===== config.mk =====
export PLATFORM = sky130hd
export DESIGN_NAME = rfdc_nco_reset_sequencer
export DESIGN_NICKNAME = d
export VERILOG_FILES = /design/src/rtl/rfdc_nco_reset_sequencer.sv
export SDC_FILE = /design/constraint.sdc
export NUM_CORES = 1
export LEC_CHECK = 0
export ABC_AREA = 1
export BUFFER_PORTS_ARGS = -buffer_cell sky130_fd_sc_hd__buf_2
export CAP_MARGIN = 20
export CORE_MARGIN = 2
export CORE_UTILIZATION = 30
export DETAILED_ROUTE_END_ITERATION = 8
export PLACE_DENSITY_LB_ADDON = 0.3
export SLEW_MARGIN = 20
export SYNTH_ARGS = -nofsm -noshare
export SYNTH_HDL_FRONTEND = slang
export SYNTH_SLANG_ARGS = --single-unit

===== constraint.sdc =====
create_clock -name clk -period 2.3 [get_ports clk]
set_input_delay 0 -clock clk [delete_from_list [all_inputs] [get_ports clk]]
set_output_delay 0 -clock clk [all_outputs]
set_load 0.1 [all_outputs]

===== src/rtl/rfdc_nco_reset_sequencer.sv =====
// rtl/rfdc_nco_reset_sequencer.sv - SYSREF-aligned NCO reset / update sequencer for the RFDC.
// Holds the NCOs in reset for wait+1 SYSREF periods, requests an update, and waits for the ack.
module rfdc_nco_reset_sequencer #(
  parameter int TIMEOUT_CYCLES = 65536
) (
  input  logic       clk,
  input  logic       rst,
  input  logic       start_nco_reset,
  input  logic [7:0] sysref_wait_cycles,
  input  logic       sysref_pulse,
  output logic       nco_reset,
  output logic       nco_update_req,
  input  logic       nco_update_ack,
  output logic       nco_reset_done,
  output logic       nco_sync_failed,
  output logic       busy
);

  localparam int CW = $clog2(TIMEOUT_CYCLES);
  localparam logic [CW-1:0] TERM = CW'(TIMEOUT_CYCLES - 1);

  typedef enum logic [2:0] {
    IDLE     = 3'd0,
    ARM      = 3'd1,
    HOLD     = 3'd2,
    UPDATE   = 3'd3,
    WAIT_ACK = 3'd4,
    DONE     = 3'd5
  } state_t;

  state_t          state_q, state_d;
  logic [7:0]      wait_q, wait_d;
  logic [7:0]      sp_cnt_q, sp_cnt_d;
  logic [CW-1:0]   to_cnt_q, to_cnt_d;
  logic            nco_reset_q, nco_reset_d;
  logic            upd_req_q, upd_req_d;
  logic            done_q, done_d;
  logic            failed_q, failed_d;

  logic            to_expired;
  logic [CW-1:0]   to_next;

  assign to_expired = (to_cnt_q == TERM);
  assign to_next    = (to_cnt_q == '1) ? to_cnt_q : to_cnt_q + 1'b1;

  always_comb begin
    state_d     = state_q;
    wait_d      = wait_q;
    sp_cnt_d    = sp_cnt_q;
    to_cnt_d    = to_cnt_q;
    nco_reset_d = nco_reset_q;
    upd_req_d   = 1'b0;
    done_d      = done_q;
    failed_d    = failed_q;

    unique case (state_q)
      IDLE, DONE: begin
        if (start_nco_reset) begin
          wait_d   = sysref_wait_cycles;
          done_d   = 1'b0;
          failed_d = 1'b0;
          to_cnt_d = '0;
          state_d  = ARM;
        end
      end
      ARM: begin
        if (sysref_pulse) begin
          nco_reset_d = 1'b1;
          sp_cnt_d    = '0;
          to_cnt_d    = '0;
          state_d     = HOLD;
        end else if (to_expired) begin
          nco_reset_d = 1'b0;
          failed_d    = 1'b1;
          done_d      = 1'b1;
          to_cnt_d    = '0;
          state_d     = DONE;
        end else begin
          to_cnt_d = to_next;
        end
      end
      HOLD: begin
        if (sysref_pulse) begin
          to_cnt_d = '0;
          if (sp_cnt_q == wait_q) begin
            nco_reset_d = 1'b0;
            state_d     = UPDATE;
          end else begin
            sp_cnt_d = sp_cnt_q + 8'd1;
          end
        end else if (to_expired) begin
          nco_reset_d = 1'b0;
          failed_d    = 1'b1;
          done_d      = 1'b1;
          to_cnt_d    = '0;
          state_d     = DONE;
        end else begin
          to_cnt_d = to_next;
        end
      end
      UPDATE: begin
        upd_req_d = 1'b1;
        to_cnt_d  = '0;
        state_d   = WAIT_ACK;
      end
      WAIT_ACK: begin
        // An ack landing on the terminal count still counts as success.
        if (nco_update_ack) begin
          done_d   = 1'b1;
          to_cnt_d = '0;
          state_d  = DONE;
        end else if (to_expired) begin
          nco_reset_d = 1'b0;
          failed_d    = 1'b1;
          done_d      = 1'b1;
          to_cnt_d    = '0;
          state_d     = DONE;
        end else begin
          to_cnt_d = to_next;
        end
      end
      default: begin
        nco_reset_d = 1'b0;
        to_cnt_d    = '0;
        state_d     = IDLE;
      end
    endcase
  end

  always_ff @(posedge clk) begin
    if (rst) begin
      state_q     <= IDLE;
      wait_q      <= '0;
      sp_cnt_q    <= '0;
      to_cnt_q    <= '0;
      nco_reset_q <= 1'b0;
      upd_req_q   <= 1'b0;
      done_q      <= 1'b0;
      failed_q    <= 1'b0;
    end else begin
      state_q     <= state_d;
      wait_q      <= wait_d;
      sp_cnt_q    <= sp_cnt_d;
      to_cnt_q    <= to_cnt_d;
      nco_reset_q <= nco_reset_d;
      upd_req_q   <= upd_req_d;
      done_q      <= done_d;
      failed_q    <= failed_d;
    end
  end

  assign nco_reset       = nco_reset_q;
  assign nco_update_req  = upd_req_q;
  assign nco_reset_done  = done_q;
  assign nco_sync_failed = failed_q;
  assign busy            = (state_q == ARM) || (state_q == HOLD) ||
                           (state_q == UPDATE) || (state_q == WAIT_ACK);

endmodule


* Word-level counts from Yosys, hierarchy flattened *
Cells that the tools add are included.

cells by class
  bitwise logic cells = 1
  order comparisons = 0
  divide/modulo/power cells = 0
  muxes and demuxes = 32
  add/sub/neg operators = 2
  multiply operators = 0
  equal/unequal tests = 14
  reductions and logical operators = 15
  shift operators = 0

operators with widths
  cell                   count
  $mux 16                4
  $pmux 16 s3            1
  $mux 8                 3
  $mux 3                 6
  $add 16x1->16 const B  1
  $eq 16x16->1 const B   1
  $pmux 8 s2             1
  $pmux 3 s5             1
  $mux 1                 13
  $ne 2x2->1 const B     6
  $add 8x1->8 const B    1
  $eq 8x8->1             1
  $reduce_and 4->1       2
  $eq 3x2->1 const B     2
  $eq 3x3->1 const B     2
  $pmux 1 s3             2
  $reduce_and 3->1       2
  $pmux 1 s4             1
  $reduce_and 2->1       2
  $reduce_or 2->1        2
  $eq 3x1->1 const B     1
  $logic_not 3->1        1
  $logic_or 1x1->1       3
  $ne 3x3->1 const B     1
  4 further kinds        4

word-level totals
  bits of input ports = 13
  bits in latches = 0
  RAM bits = 0
  flip-flop bits (word level) = 39
  output and inout bits = 5
  ROM bits = 0
  memories kept = 0

* Depth between registers and ports, before layout *
  depth after elaboration = 4
  depth in mapped cells = 11

* Least setup slack after synthesis *
No wires, ideal clock.

  kind = flip-flop to flip-flop
  start point = reg to_cnt_q[0]
  end point = reg to_cnt_q[0]
  slack = 0.835 ns
  setup time = 0.115 ns
  arrival time = 1.351 ns
  path buffers = 0
  cell stages (with the launch flop) = 10
  cells stage by stage = dfxtp_1 > ha_1 > nand2_1 > nor2_2 > nand2_2 > nor2_4 > inv_2 > nand2_2 > inv_2 > o21a_1

on the way
  cells in the longest elaborated chain, start to end = 4

RTL lines
  element                                               line         source
  start, declared                                       34           logic [CW-1:0] to_cnt_q, to_cnt_d;
  start signal, assigned                                144          to_cnt_q <= to_cnt_d;
  $add 16x1->16 / $eq 16x16->1 (equally long branches)  44, 43
  $mux 16 (*)                                           72, 91, 112
  $mux 16, on equally long branches                     108, 83
  $pmux 16 s3 (*)                                       56           unique case (state_q)

Every way passes the cells marked *; elsewhere a longest branch is shown, timed or not.
A chain may end at the register's enable or synchronous reset.

* Worst setup path after layout *
  start point = reg to_cnt_q[0]
  end point = reg to_cnt_q[9]

The elaborated chain is that of the path after synthesis.

==> results.tsv <==
stage	metric	value	unit
critical_path	critical path data arrival time	1.89	ns
pwr	Cell Int Power	1240	uW
detailed_routing	post-DR vias/cell	4.63	
logic_synthesis	Gate Count Post-Synth	328	
layout	P&R area growth vs syn	14.1	%
critical_path	CP bufs+invs	1	
floorplanning	Core ar.	7180	sq um
floorplanning	Die Height	89.8	um
floorplanning	die width	89.8	um
placement	PortBufs	17	
global_routing	Tot GR Track Use	13.1	%
logic_synthesis	post-synthesis register bit count	39	
critical_path	Slowest-stage cell, CP	dfxtp_1	
hold_path	Hold Path Depth	3	
placement	GP Congestion	0.884	
sta	Slew Viols, Final	0	
sta	min Tclk post-route	1.70	ns
clocking	Max Root-Sink Buffers	2	
sta	endpoints failing setup	0	
sta	Max Clock Skew	0.0129	ns
logic_synthesis	Synth cell types	35	
placement	dpl cells	438	
critical_path	cell family with most CP delay	simple AND/OR/NAND/NOR gates	
detailed_routing	Total Wirelength	5.07	mm
detailed_routing	vias	2090	
pwr	Leakage	0.000944	uW
critical_path	Crit. End Element	register	
hold_path	hold path startpoint	sysref_wait_cycles[3]	
critical_path	slowest stage delay, CP	0.38	ns
logic_synthesis	cell area after synthesis	2210	sq um
global_routing	largest net degree at the start of global routing	19	
global_routing	initial antenna violation count	0	
logic_synthesis	Ys Warns	0	
pwr	Clk pwr share	20.5	%
outcome	outcome	finished, final reports clean	
global_routing	vias in the first global route	1977	
clocking	clock net sink count	39	
run	max cap viols	0	
critical_path	Crit Path Class	register to register	
layout	Nets	366	
detailed_routing	1st-iter DRT viols	90	
pwr	register share of total power	36.9	%
sta	RSZ-0062 raised after global routing	no	
detailed_routing	wire per inst	11.2	um
global_routing	global-route wire length before repair	8.83	mm
pwr	power density over the cells	889	nW/um^2
clocking	clk root buf	clkbuf_8	
logic_synthesis	Synth Flop Type	dfxtp_1	
sta	Final Hold Vio Count	0	
critical_path	Worst R2R Setup Slack	0.60	ns
critical_path	RR Startpoint	to_cnt_q[0]$_SDFFE_PP0P_	
critical_path	crit-path max FO	5	
clocking	H-tree depth	2	
critical_path	CP Launch Type	register	
critical_path	R2R depth	10	
layout	share of cells above drive strength 1	15.1	%
floorplanning	I/O pins	18	
logic_synthesis	ys async rst share	0	%
pwr	maximum VDD drop	0.227	mV
hold_path	hold crit path type	primary input to register	
detailed_routing	post-route ant nets	0	
sta	actual slew at the worst max-slew pin	0.592	ns
clocking	post-CTS sizing	0	
floorplanning	die area	8060	sq um
critical_path	crit path cell chain	ha_1, nand2_1, nor2_2, nand2_2, nor2_4, inv_2, nand2_2, nand2_4, nand2_4, nor2_1	
clocking	# Post-CTS Setup Buffers	0	
pwr	NetSw	998	uW
logic_synthesis	post-synthesis sequential area ratio	35.4	%
sta	Slew HR	60.5	%
floorplanning	Initial Util	30.7	%
critical_path	worst reg2reg path endpoint	to_cnt_q[9]$_SDFFE_PP0P_	
layout	ANT cells	0	
floorplanning	row cnt	31	
clocking	CTS buffer count	5	
detailed_routing	DRC	0	
clocking	Worst-Skew Late Latency	0.30	ns
detailed_routing	DRT Pass-1 Iters	4	
logic_synthesis	Mean Syn Cell Area	6.73	sq um
pwr	Logic pwr share	42.6	%
sta	final setup TNS	0	ns
logic_synthesis	EDFF count, synth	0	
global_routing	Remaining Overflow, GRT	0	
critical_path	CP Data Required Time	2.49	ns
layout	Fillers	771	
layout	fin cells	451	
clocking	TritonCTS clock tree	yes	
clocking	clk slew on worst S/H paths	0.08	ns
pwr	Net Sw Frac	44.6	%
hold_path	Hold EP	wait_q[3]$_SDFFE_PP0P_	
sta	Peak Freq	588	MHz
placement	final HPWL from detailed placement	3.68	mm
sta	final worst-path cycle share	74.0	%
logic_synthesis	syn nets	343	
## synth_stat cells (4+ instances only)
| cell type | number | area share, % |
|---|---|---|
| nor2_1 | 41 | 7.0 |
| xnor2_1 | 6 | 2.4 |
| a21oi_1 | 30 | 6.8 |
| nor3_1 | 4 | 0.91 |
| inv_2 | 6 | 1.0 |
| nand2_2 | 7 | 2.0 |
| dfxtp_1 | 39 | 35 |
| o21ai_0 | 16 | 3.6 |
| inv_1 | 32 | 5.4 |
| nand2_1 | 74 | 13 |
| nand3_1 | 26 | 5.9 |
| nand4_1 | 8 | 2.3 |
## registers in the layout, indices dropped and copies added (netlist names)
signal,count
nco_update_req,1
state_q,3
nco_reset_done,1
nco_reset,1
wait_q,8
sp_cnt_q,8
nco_sync_failed,1
to_cnt_q,16
## area by class of cell
type	count	area, sq um	share of cell area [%]
sequential	39	781	31.0
inverter	39	151	6.02
multi-input combinational	242	1230	48.8
timing repair buffer	24	150	5.97
tap	99	124	4.92
clock buffer	7	76.3	3.03
clock inverter	1	5.00	0.199
## tightest hold or removal path: stages
cell and delay [ns]:
buf_2 0.07, o21ai_0 0.08, a21oi_1 0.11
## power by group through the flow
stage	clock, uW	combinational, uW	sequential (uW)
after floorplan	0	758	871
after global placement	0	955	841
after detailed placement	0	951	842
after CTS	472	959	826
after global routing	502	1070	838
final	458	953	826
## stage by stage
step	power (uW)	worst slack [ns]	utilization [%]	hold slack [ns]	cell area (sq um)
3_5_place_dp	1790	0.632	33.2	0.287	2380
3_3_place_gp	1800	0.678	33.2	0.281	2380
2_1_floorplan	1630	0.835	-	0.186	2210
6_report	2240	0.599	35.1	0.00129	2520
5_1_grt	2410	0.391	35.1	0.0408	2520
4_1_cts	2260	0.611	35.1	0.00316	2520
## layer usage
metal	share of wire [%]	GRT usage [%]	vias to the layer above
li1	-	-	1106
met1	49	16.9	946
met3	3.6	2.60	6
met2	46	21.8	32
met5	0	0	-
met4	1.5	4.62	0
## repair_timing
item	4_1_cts	5_1_grt
hold buffers	5	0
setup endpoints to repair	0	0
endpoints found under the hold margin	5	0
## worst max-delay path by stage
stage                                        start                        to  cells past startpoint
final                     to_cnt_q[0]$_SDFFE_PP0P_  to_cnt_q[9]$_SDFFE_PP0P_                     10
after global placement     state_q[2]$_SDFFE_PP0P_    wait_q[6]$_SDFFE_PP0P_                      5
after detailed placement  to_cnt_q[0]$_SDFFE_PP0P_  to_cnt_q[9]$_SDFFE_PP0P_                     10
after floorplan           to_cnt_q[0]$_SDFFE_PP0P_  to_cnt_q[0]$_SDFFE_PP0P_                      9
after CTS                 to_cnt_q[0]$_SDFFE_PP0P_  to_cnt_q[9]$_SDFFE_PP0P_                     10
after global routing       state_q[2]$_SDFFE_PP0P_    wait_q[1]$_SDFFE_PP0P_                      5
## cells in the final DEF, fill, tap and decap left out, drive strengths merged, types with 7 or more instances in the layout
cell,instances
a21oi,33
nand2,84
nand4,8
nand3,26
o21ai,17
buf,19
nor2,46
dfxtp,39
inv,39
clkbuf,7
## logic make-up (layout without fill, tap and decap cells)
group                    after synthesis  in the layout  synth area share (%)
AND/OR/NAND/NOR                      176            176                  37.3
buffers and inverters                 47             71                  8.91
adder cells (fa/ha/maj)                2              2                  1.13
AO/OA/AOI/OAI                         55             55                  13.7
flip-flops                            39             39                  35.4
XOR/XNOR                               9              9                  3.57
(Power assumes the default switching activity.)
